**config.mk**
```make
export PLATFORM = sky130hd
export DESIGN_NAME = cp0_except_pack_flat
export DESIGN_NICKNAME = d
export VERILOG_FILES = /design/src/rtl/cp0_except_pack_if.sv /design/src/rtl/cp0_except_pack.sv /design/src/flat_wrapper.sv
export SDC_FILE = /design/constraint.sdc
export NUM_CORES = 1
export LEC_CHECK = 0
export CORE_ASPECT_RATIO = 1.2
export CORE_MARGIN = 2
export CORE_UTILIZATION = 40
export DETAILED_ROUTE_END_ITERATION = 8
export PLACE_DENSITY = 0.86
export SLEW_MARGIN = 0
export SYNTH_ARGS = -nofsm -noshare
export SYNTH_HDL_FRONTEND = slang
export SYNTH_SLANG_ARGS = --single-unit
```
**constraint.sdc**
```tcl
create_clock -name clk -period 2.25 [get_ports clk]
set_input_delay 0.45 -clock clk [delete_from_list [all_inputs] [get_ports clk]]
set_output_delay 0.45 -clock clk [all_outputs]
set_load 0.005 [all_outputs]
```
**src/rtl/cp0_except_pack_if.sv**
```systemverilog
// ============================================================================
// Module      : cp0_except_pack_if
// Description : EX/MEM-to-CP0 exception packing bus (pipeline side + CP0 side)
// Revision    : 1.0 - initial release
// ============================================================================
`default_nettype none

interface cp0_except_pack_if;
    // Pipeline-side request
    logic        stall;
    logic        in_valid;
    logic [31:0] in_pc;
    logic        in_is_branch;
    logic        in_syscall;
    logic        in_break;
    logic        in_invalid;
    logic        in_overflow;
    logic        in_eret;
    logic        in_mfc0;
    logic        in_mtc0;
    logic [4:0]  in_cp0_addr;
    logic        in_load;
    logic        in_store;
    logic [1:0]  in_mem_size;
    logic [31:0] in_mem_addr;
    logic [31:0] in_rt_rdata;

    // Packed result toward CP0 and memory stage
    logic [14:0] excepttype;
    logic [31:0] current_pc;
    logic [31:0] bad_addr;
    logic [31:0] rt_rdata;
    logic        out_valid;
    logic        mem_en;
    logic        squash;

    modport master (
        output stall, in_valid, in_pc, in_is_branch,
               in_syscall, in_break, in_invalid, in_overflow,
               in_eret, in_mfc0, in_mtc0, in_cp0_addr,
               in_load, in_store, in_mem_size, in_mem_addr, in_rt_rdata,
        input  excepttype, current_pc, bad_addr, rt_rdata,
               out_valid, mem_en, squash
    );

    modport slave (
        input  stall, in_valid, in_pc, in_is_branch,
               in_syscall, in_break, in_invalid, in_overflow,
               in_eret, in_mfc0, in_mtc0, in_cp0_addr,
               in_load, in_store, in_mem_size, in_mem_addr, in_rt_rdata,
        output excepttype, current_pc, bad_addr, rt_rdata,
               out_valid, mem_en, squash
    );
endinterface

`default_nettype wire

```
**src/rtl/cp0_except_pack.sv**
```systemverilog
// ============================================================================
// Module      : cp0_except_pack
// Description : EX/MEM exception collector/encoder feeding CP0, with
//               post-exception squash window. Optional data alignment
//               checking is enabled by defining CP0_DATA_ALIGN_CHECK_EN.
// Revision    : 1.0 - initial release
// ============================================================================
`default_nettype none

module cp0_except_pack #(
    parameter int SQUASH_CYCLES = 3
) (
    input  logic               clk,
    input  logic               rst,
    cp0_except_pack_if.slave   bus
);

    localparam logic [3:0] c_sq_load = 4'(SQUASH_CYCLES);

    typedef enum logic [0:0] {
        ST_RUN    = 1'b0,
        ST_SQUASH = 1'b1
    } state_t;

    state_t      state_q;
    logic [3:0]  cnt_q;
    logic        last_branch_q;
    logic        valid_q;
    logic [14:0] et_q;
    logic [31:0] pc_q;
    logic [31:0] bad_q;
    logic [31:0] rt_q;
    logic        mem_q;

    logic        fetch_adel;
    logic        data_adel;
    logic        data_ades;
    logic [14:0] et_d;
    logic [31:0] bad_d;
    logic        issue;
    logic        accept_en;

    // ------------------------------------------------------------------
    // Data alignment checking
    // ------------------------------------------------------------------
    logic misaligned;

    always_comb begin
        case (bus.in_mem_size)
            2'b01:   misaligned = bus.in_mem_addr[0];
            2'b10:   misaligned = |bus.in_mem_addr[1:0];
            default: misaligned = 1'b0;
        endcase
    end

`ifdef CP0_DATA_ALIGN_CHECK_EN
    assign data_adel = bus.in_load  & misaligned;
    assign data_ades = bus.in_store & misaligned;
`else
    logic unused_misaligned;
    assign unused_misaligned = misaligned;
    assign data_adel = 1'b0;
    assign data_ades = 1'b0;
`endif

    assign fetch_adel = |bus.in_pc[1:0];

    // ------------------------------------------------------------------
    // Priority encode of the incoming instruction
    // ------------------------------------------------------------------
    always_comb begin
        et_d  = '0;
        bad_d = '0;
        if (fetch_adel) begin
            et_d[7] = 1'b1;
            bad_d   = bus.in_pc;
        end else if (bus.in_invalid) begin
            et_d[3] = 1'b1;
        end else if (bus.in_syscall) begin
            et_d[5] = 1'b1;
        end else if (bus.in_break) begin
            et_d[4] = 1'b1;
        end else if (bus.in_overflow) begin
            et_d[6] = 1'b1;
        end else if (data_adel) begin
            et_d[7] = 1'b1;
            bad_d   = bus.in_mem_addr;
        end else if (data_ades) begin
            et_d[8] = 1'b1;
            bad_d   = bus.in_mem_addr;
        end

        if (et_d[8:3] == 6'b0) begin
            et_d[2] = bus.in_eret;
            et_d[1] = bus.in_mfc0;
            et_d[0] = bus.in_mtc0;
            if (bus.in_mfc0 | bus.in_mtc0) begin
                et_d[14:10] = bus.in_cp0_addr;
            end
        end

        et_d[9] = last_branch_q;
    end

    assign issue = valid_q & (|et_q[8:2]);

    // The final SQUASH cycle (counter at 1) already accepts, so a new
    // instruction lands SQUASH_CYCLES+1 edges after the issue cycle.
    assign accept_en = (state_q == ST_RUN) | (cnt_q == 4'd1);

    // ------------------------------------------------------------------
    // Control FSM and output registers
    // ------------------------------------------------------------------
    always_ff @(posedge clk) begin
        if (rst) begin
            state_q       <= ST_RUN;
            cnt_q         <= 4'd0;
            last_branch_q <= 1'b0;
            valid_q       <= 1'b0;
            et_q          <= '0;
            pc_q          <= '0;
            bad_q         <= '0;
            rt_q          <= '0;
            mem_q         <= 1'b0;
        end else if (issue) begin
            state_q       <= ST_SQUASH;
            cnt_q         <= c_sq_load;
            last_branch_q <= 1'b0;
            valid_q       <= 1'b0;
            et_q          <= '0;
            pc_q          <= '0;
            bad_q         <= '0;
            rt_q          <= '0;
            mem_q         <= 1'b0;
        end else begin
            if (state_q == ST_SQUASH) begin
                cnt_q <= cnt_q - 4'd1;
                if (cnt_q == 4'd1) begin
                    state_q <= ST_RUN;
                end
            end

            if (accept_en && !bus.stall) begin
                if (bus.in_valid) begin
                    valid_q       <= 1'b1;
                    et_q          <= et_d;
                    pc_q          <= bus.in_pc;
                    bad_q         <= bad_d;
                    rt_q          <= bus.in_rt_rdata;
                    mem_q         <= bus.in_load | bus.in_store;
                    last_branch_q <= bus.in_is_branch;
                end else begin
                    valid_q <= 1'b0;
                    et_q    <= '0;
                    pc_q    <= '0;
                    bad_q   <= '0;
                    rt_q    <= '0;
                    mem_q   <= 1'b0;
                end
            end
        end
    end

    assign bus.excepttype = et_q;
    assign bus.current_pc = pc_q;
    assign bus.bad_addr   = bad_q;
    assign bus.rt_rdata   = rt_q;
    assign bus.out_valid  = valid_q;
    assign bus.squash     = issue;
    assign bus.mem_en     = valid_q & mem_q & ~(|et_q[8:3]);

endmodule

`default_nettype wire
```
**src/flat_wrapper.sv**
```systemverilog
// flat-port wrapper written by rule: the top's interface ports become plain ports
module cp0_except_pack_flat 
#(
    parameter int SQUASH_CYCLES = 3
)
  (clk, rst, bus_stall, bus_in_valid, bus_in_pc, bus_in_is_branch, bus_in_syscall, bus_in_break, bus_in_invalid, bus_in_overflow, bus_in_eret, bus_in_mfc0, bus_in_mtc0, bus_in_cp0_addr, bus_in_load, bus_in_store, bus_in_mem_size, bus_in_mem_addr, bus_in_rt_rdata, bus_excepttype, bus_current_pc, bus_bad_addr, bus_rt_rdata, bus_out_valid, bus_mem_en, bus_squash);
  cp0_except_pack_if bus_i ();
  input  logic clk;
  input  logic rst;
  input wire logic [$bits(bus_i.stall)-1:0] bus_stall;
  input wire logic [$bits(bus_i.in_valid)-1:0] bus_in_valid;
  input wire logic [$bits(bus_i.in_pc)-1:0] bus_in_pc;
  input wire logic [$bits(bus_i.in_is_branch)-1:0] bus_in_is_branch;
  input wire logic [$bits(bus_i.in_syscall)-1:0] bus_in_syscall;
  input wire logic [$bits(bus_i.in_break)-1:0] bus_in_break;
  input wire logic [$bits(bus_i.in_invalid)-1:0] bus_in_invalid;
  input wire logic [$bits(bus_i.in_overflow)-1:0] bus_in_overflow;
  input wire logic [$bits(bus_i.in_eret)-1:0] bus_in_eret;
  input wire logic [$bits(bus_i.in_mfc0)-1:0] bus_in_mfc0;
  input wire logic [$bits(bus_i.in_mtc0)-1:0] bus_in_mtc0;
  input wire logic [$bits(bus_i.in_cp0_addr)-1:0] bus_in_cp0_addr;
  input wire logic [$bits(bus_i.in_load)-1:0] bus_in_load;
  input wire logic [$bits(bus_i.in_store)-1:0] bus_in_store;
  input wire logic [$bits(bus_i.in_mem_size)-1:0] bus_in_mem_size;
  input wire logic [$bits(bus_i.in_mem_addr)-1:0] bus_in_mem_addr;
  input wire logic [$bits(bus_i.in_rt_rdata)-1:0] bus_in_rt_rdata;
  output wire logic [$bits(bus_i.excepttype)-1:0] bus_excepttype;
  output wire logic [$bits(bus_i.current_pc)-1:0] bus_current_pc;
  output wire logic [$bits(bus_i.bad_addr)-1:0] bus_bad_addr;
  output wire logic [$bits(bus_i.rt_rdata)-1:0] bus_rt_rdata;
  output wire logic [$bits(bus_i.out_valid)-1:0] bus_out_valid;
  output wire logic [$bits(bus_i.mem_en)-1:0] bus_mem_en;
  output wire logic [$bits(bus_i.squash)-1:0] bus_squash;
  assign bus_i.stall = bus_stall;
  assign bus_i.in_valid = bus_in_valid;
  assign bus_i.in_pc = bus_in_pc;
  assign bus_i.in_is_branch = bus_in_is_branch;
  assign bus_i.in_syscall = bus_in_syscall;
  assign bus_i.in_break = bus_in_break;
  assign bus_i.in_invalid = bus_in_invalid;
  assign bus_i.in_overflow = bus_in_overflow;
  assign bus_i.in_eret = bus_in_eret;
  assign bus_i.in_mfc0 = bus_in_mfc0;
  assign bus_i.in_mtc0 = bus_in_mtc0;
  assign bus_i.in_cp0_addr = bus_in_cp0_addr;
  assign bus_i.in_load = bus_in_load;
  assign bus_i.in_store = bus_in_store;
  assign bus_i.in_mem_size = bus_in_mem_size;
  assign bus_i.in_mem_addr = bus_in_mem_addr;
  assign bus_i.in_rt_rdata = bus_in_rt_rdata;
  assign bus_excepttype = bus_i.excepttype;
  assign bus_current_pc = bus_i.current_pc;
  assign bus_bad_addr = bus_i.bad_addr;
  assign bus_rt_rdata = bus_i.rt_rdata;
  assign bus_out_valid = bus_i.out_valid;
  assign bus_mem_en = bus_i.mem_en;
  assign bus_squash = bus_i.squash;
  cp0_except_pack #(.SQUASH_CYCLES(SQUASH_CYCLES)) u_core (.clk(clk), .rst(rst), .bus(bus_i));
endmodule
```
==> metrics.cfg <==
[global_routing]
grtUsageTotal_pct=22.37
grt_antenna_before_repair=0
grt_max_degree=61
overflow=0
grt_pass1_vias=4313
grt_pass1_wl_mm=21.40

[layout]
nets=808
synthToLayoutAreaGrowth_pct=59.98
multiInputGateArea_mm2=0.001858
mostFrequentLayoutCells=clkdlybuf4s50_1, dfxtp_1, nand2_1, nand3_1, a21oi_1
drive_gt1_share_pct=11.86
layout_commonest_cell=clkdlybuf4s50_1
diodes=0
fin_cells=832
fill_cells=855
seq_area_mm2=0.002342
design_area_mm2=0.007112

[cts]
path_clk_slew_ns=0.05
cts_resized=5
insertion_delay_ns=0.39
cts_made_buffers=17
clk_path_buf_depth=2
post_cts_buffers=0
cts_tree=built
ctsRootBufferMaster=clkbuf_16
cts_sinks=117
cts.htree.levels=4
cts_hold_buffers=0

[critical_path]
r2r_cells=7
r2r-end=u_core.bus.bad_addr[10]
worst_path_largest_cell_delay_ns=0.56
required_ns=1.80
r2r-start=u_core.cnt_q[1]
arrival_ns=1.72
cp_max_fo=3
worstSetupStartpoint=u_core.bus.excepttype[6]
critical-path-top-delay-family=simple AND/OR/NAND/NOR gates
path_buf_inv=2
cp-start-kind=flip-flop
worst-path-stages=4
ff2ff_setup_slack_ns=0.20
path_cells=or4_4 > o31ai_4 > inv_1 > buf_2
slowest_stage=or4_4
critPathKind=flip-flop to output pin
cp-end-kind=output pin
crit_path_end=bus_squash

[floorplan]
core.rowCount=42
core_area_mm2=0.01093
dieArea_mm2=0.01198
start_util_pct=40.67
die_x_um=100.2
die_y_um=119.5
top_level_ports=231

[pwr]
power_leakage_nw=2.506
power.switching_w=0.001187
p_int_w=0.004257
ir_worst_vdd_mv=0.4862
finalPower_w=0.005443
power_frac_seq_pct=40.3
power_frac_clock_pct=47.8
power-per-cell-area_mw_per_mm2=765.4
switching_share_pct=21.80
pwr-share-comb_pct=11.9

[yosys]
synthesis.nets=621
ys_ff_latch=117
synth.avg_cell_area_um2=8.856
yosysSeqAreaShare_pct=52.69
synthFlopType=dfxtp_1
ys_warn_count=0
synth_cell_types=32
synthCells=502
synth_edf_count=0
synthArstFlopShare_pct=0
synth_area_mm2=0.004446

[route]
avgViaCountPerCell=5.266
drc=0
post_drt_wl_per_cell_um=16.13
drtPass1Iterations=4
vias=4381
drt_iter0_drc=231
postRouteAntennaNets=0
wirelength_mm=13.42

[placed_design]
globalplace.congestion=0.7890
portBuffers=195
hpwlAfterDp_mm=9.411
placed_cells=802
post_dp_cell_area_mm2=0.006553

[sta]
rsz0062_at_grt=false
final.setup_skew_ns=0.005523
tightestPinTransition_ns=0.5431
setup_viol=0
final-hold-violation-count=0
timing.hold.ws_ns=0.4469
period_share_pct=96.48
maxSlewHeadroom_pct=63.79
fmaxAchievable_ghz=0.4607
drv_slew=0
post-route-min-period_ns=2.171

[job]
max_cap_viol_count=0

[outcome]
outcome=finished clean

[hold_path]
hold_class=flip-flop to flip-flop

-- logic make-up after synthesis --
logic type | Yosys count | share of synthesized area (%)
AO/OA/AOI/OAI | 123 | 19.70
XOR/XNOR | 3 | 0.5912
adder cells (fa/ha/maj) | 2 | 0.5628
buffers and inverters | 51 | 6.023
flip-flops | 117 | 52.69
other | 1 | 0.08435
AND/OR/NAND/NOR | 205 | 20.35
-- power groups by stage --
stage	clock network, W	registers, W	logic, W
3_5_place_dp	0	0.00224	0.000648
5_1_grt	0.00274	0.00220	0.000698
2_1_floorplan	0	0.00224	0.000262
3_3_place_gp	0	0.00223	0.000631
6_report	0.00260	0.00219	0.000648
4_1_cts	0.00264	0.00219	0.000652
-- per-layer routing --
metal	GRT usage (%)	vias to the layer above	routed length, µm
li1	-	2111	-
met1	25.74	2064	5130
met2	38.72	181	6991
met3	6.455	25	982
met4	8.647	0	316
met5	0	-	0
-- synth_stat cells (2+ instances only) --
master | count | area share, %
a21oi_1 | 49 | 5.5
a21oi_2 | 31 | 6.1
a22oi_1 | 35 | 5.9
buf_2 | 10 | 1.1
buf_4 | 3 | 0.51
buf_6 | 7 | 1.8
clkbuf_1 | 27 | 2.3
dfxtp_1 | 117 | 53
ha_1 | 2 | 0.56
inv_1 | 4 | 0.34
nand2_1 | 79 | 6.7
nand3_1 | 71 | 8.0
nor2_1 | 44 | 3.7
nor4b_1 | 3 | 0.59
o21ai_0 | 2 | 0.23
xnor2_1 | 2 | 0.39
-- tightest hold or removal path, cell delays in order, from the launching register on --
cell     delay, ns
dfxtp_1       0.30
nand2_1       0.05
a21oi_1       0.05
-- final cells by class --
type | instances | share of cell area (%)
Timing Repair Buffer | 215 | 30.45
Tap cell | 132 | 2.322
Clock buffer | 25 | 6.545
Multi-Input combinational cell | 334 | 26.13
Inverter | 4 | 0.2111
Sequential cell | 117 | 32.93
Clock inverter | 5 | 1.407
-- worst min path at each step --
| stage | slack [ns] | endpoint | start | depth (start not counted) |
|---|---|---|---|---|
| floorplan | 0.43 | u_core.mem_q | u_core.mem_q | 2 |
| finish | 0.45 | u_core.bus.rt_rdata[2] | u_core.bus.rt_rdata[2] | 2 |
| detailed placement | 0.44 | u_core.bus.rt_rdata[2] | u_core.bus.rt_rdata[2] | 2 |
| global placement | 0.44 | u_core.bus.rt_rdata[15] | u_core.bus.rt_rdata[15] | 2 |
| CTS | 0.45 | u_core.bus.rt_rdata[2] | u_core.bus.rt_rdata[2] | 2 |
| global route | 0.47 | u_core.bus.rt_rdata[25] | u_core.bus.rt_rdata[25] | 2 |
-- flip-flops by register name, indices dropped and copies added (netlist names) --
| name | cells |
|---|---|
| u_core.bus.bad_addr | 32 |
| u_core.cnt_q | 4 |
| u_core.bus.current_pc | 31 |
| u_core.state_q | 1 |
| u_core.bus.excepttype | 14 |
| u_core.bus.out_valid | 1 |
| u_core.mem_q | 1 |
| u_core.last_branch_q | 1 |
| u_core.bus.rt_rdata | 32 |
-- per-stage QoR --
step | setup WS, ns | utilization [%] | setup TNS, ns
3_5_place_dp | -0.005798 | 59.95 | -0.005798
2_1_floorplan | 0.3737 | - | 0
5_1_grt | 0.006682 | 65.06 | 0
4_1_cts | 0.05335 | 65.06 | 0
3_3_place_gp | 0.02536 | 59.95 | 0
6_report | 0.07920 | 65.06 | 0
No activity file was read; power rests on OpenSTA's default activity.
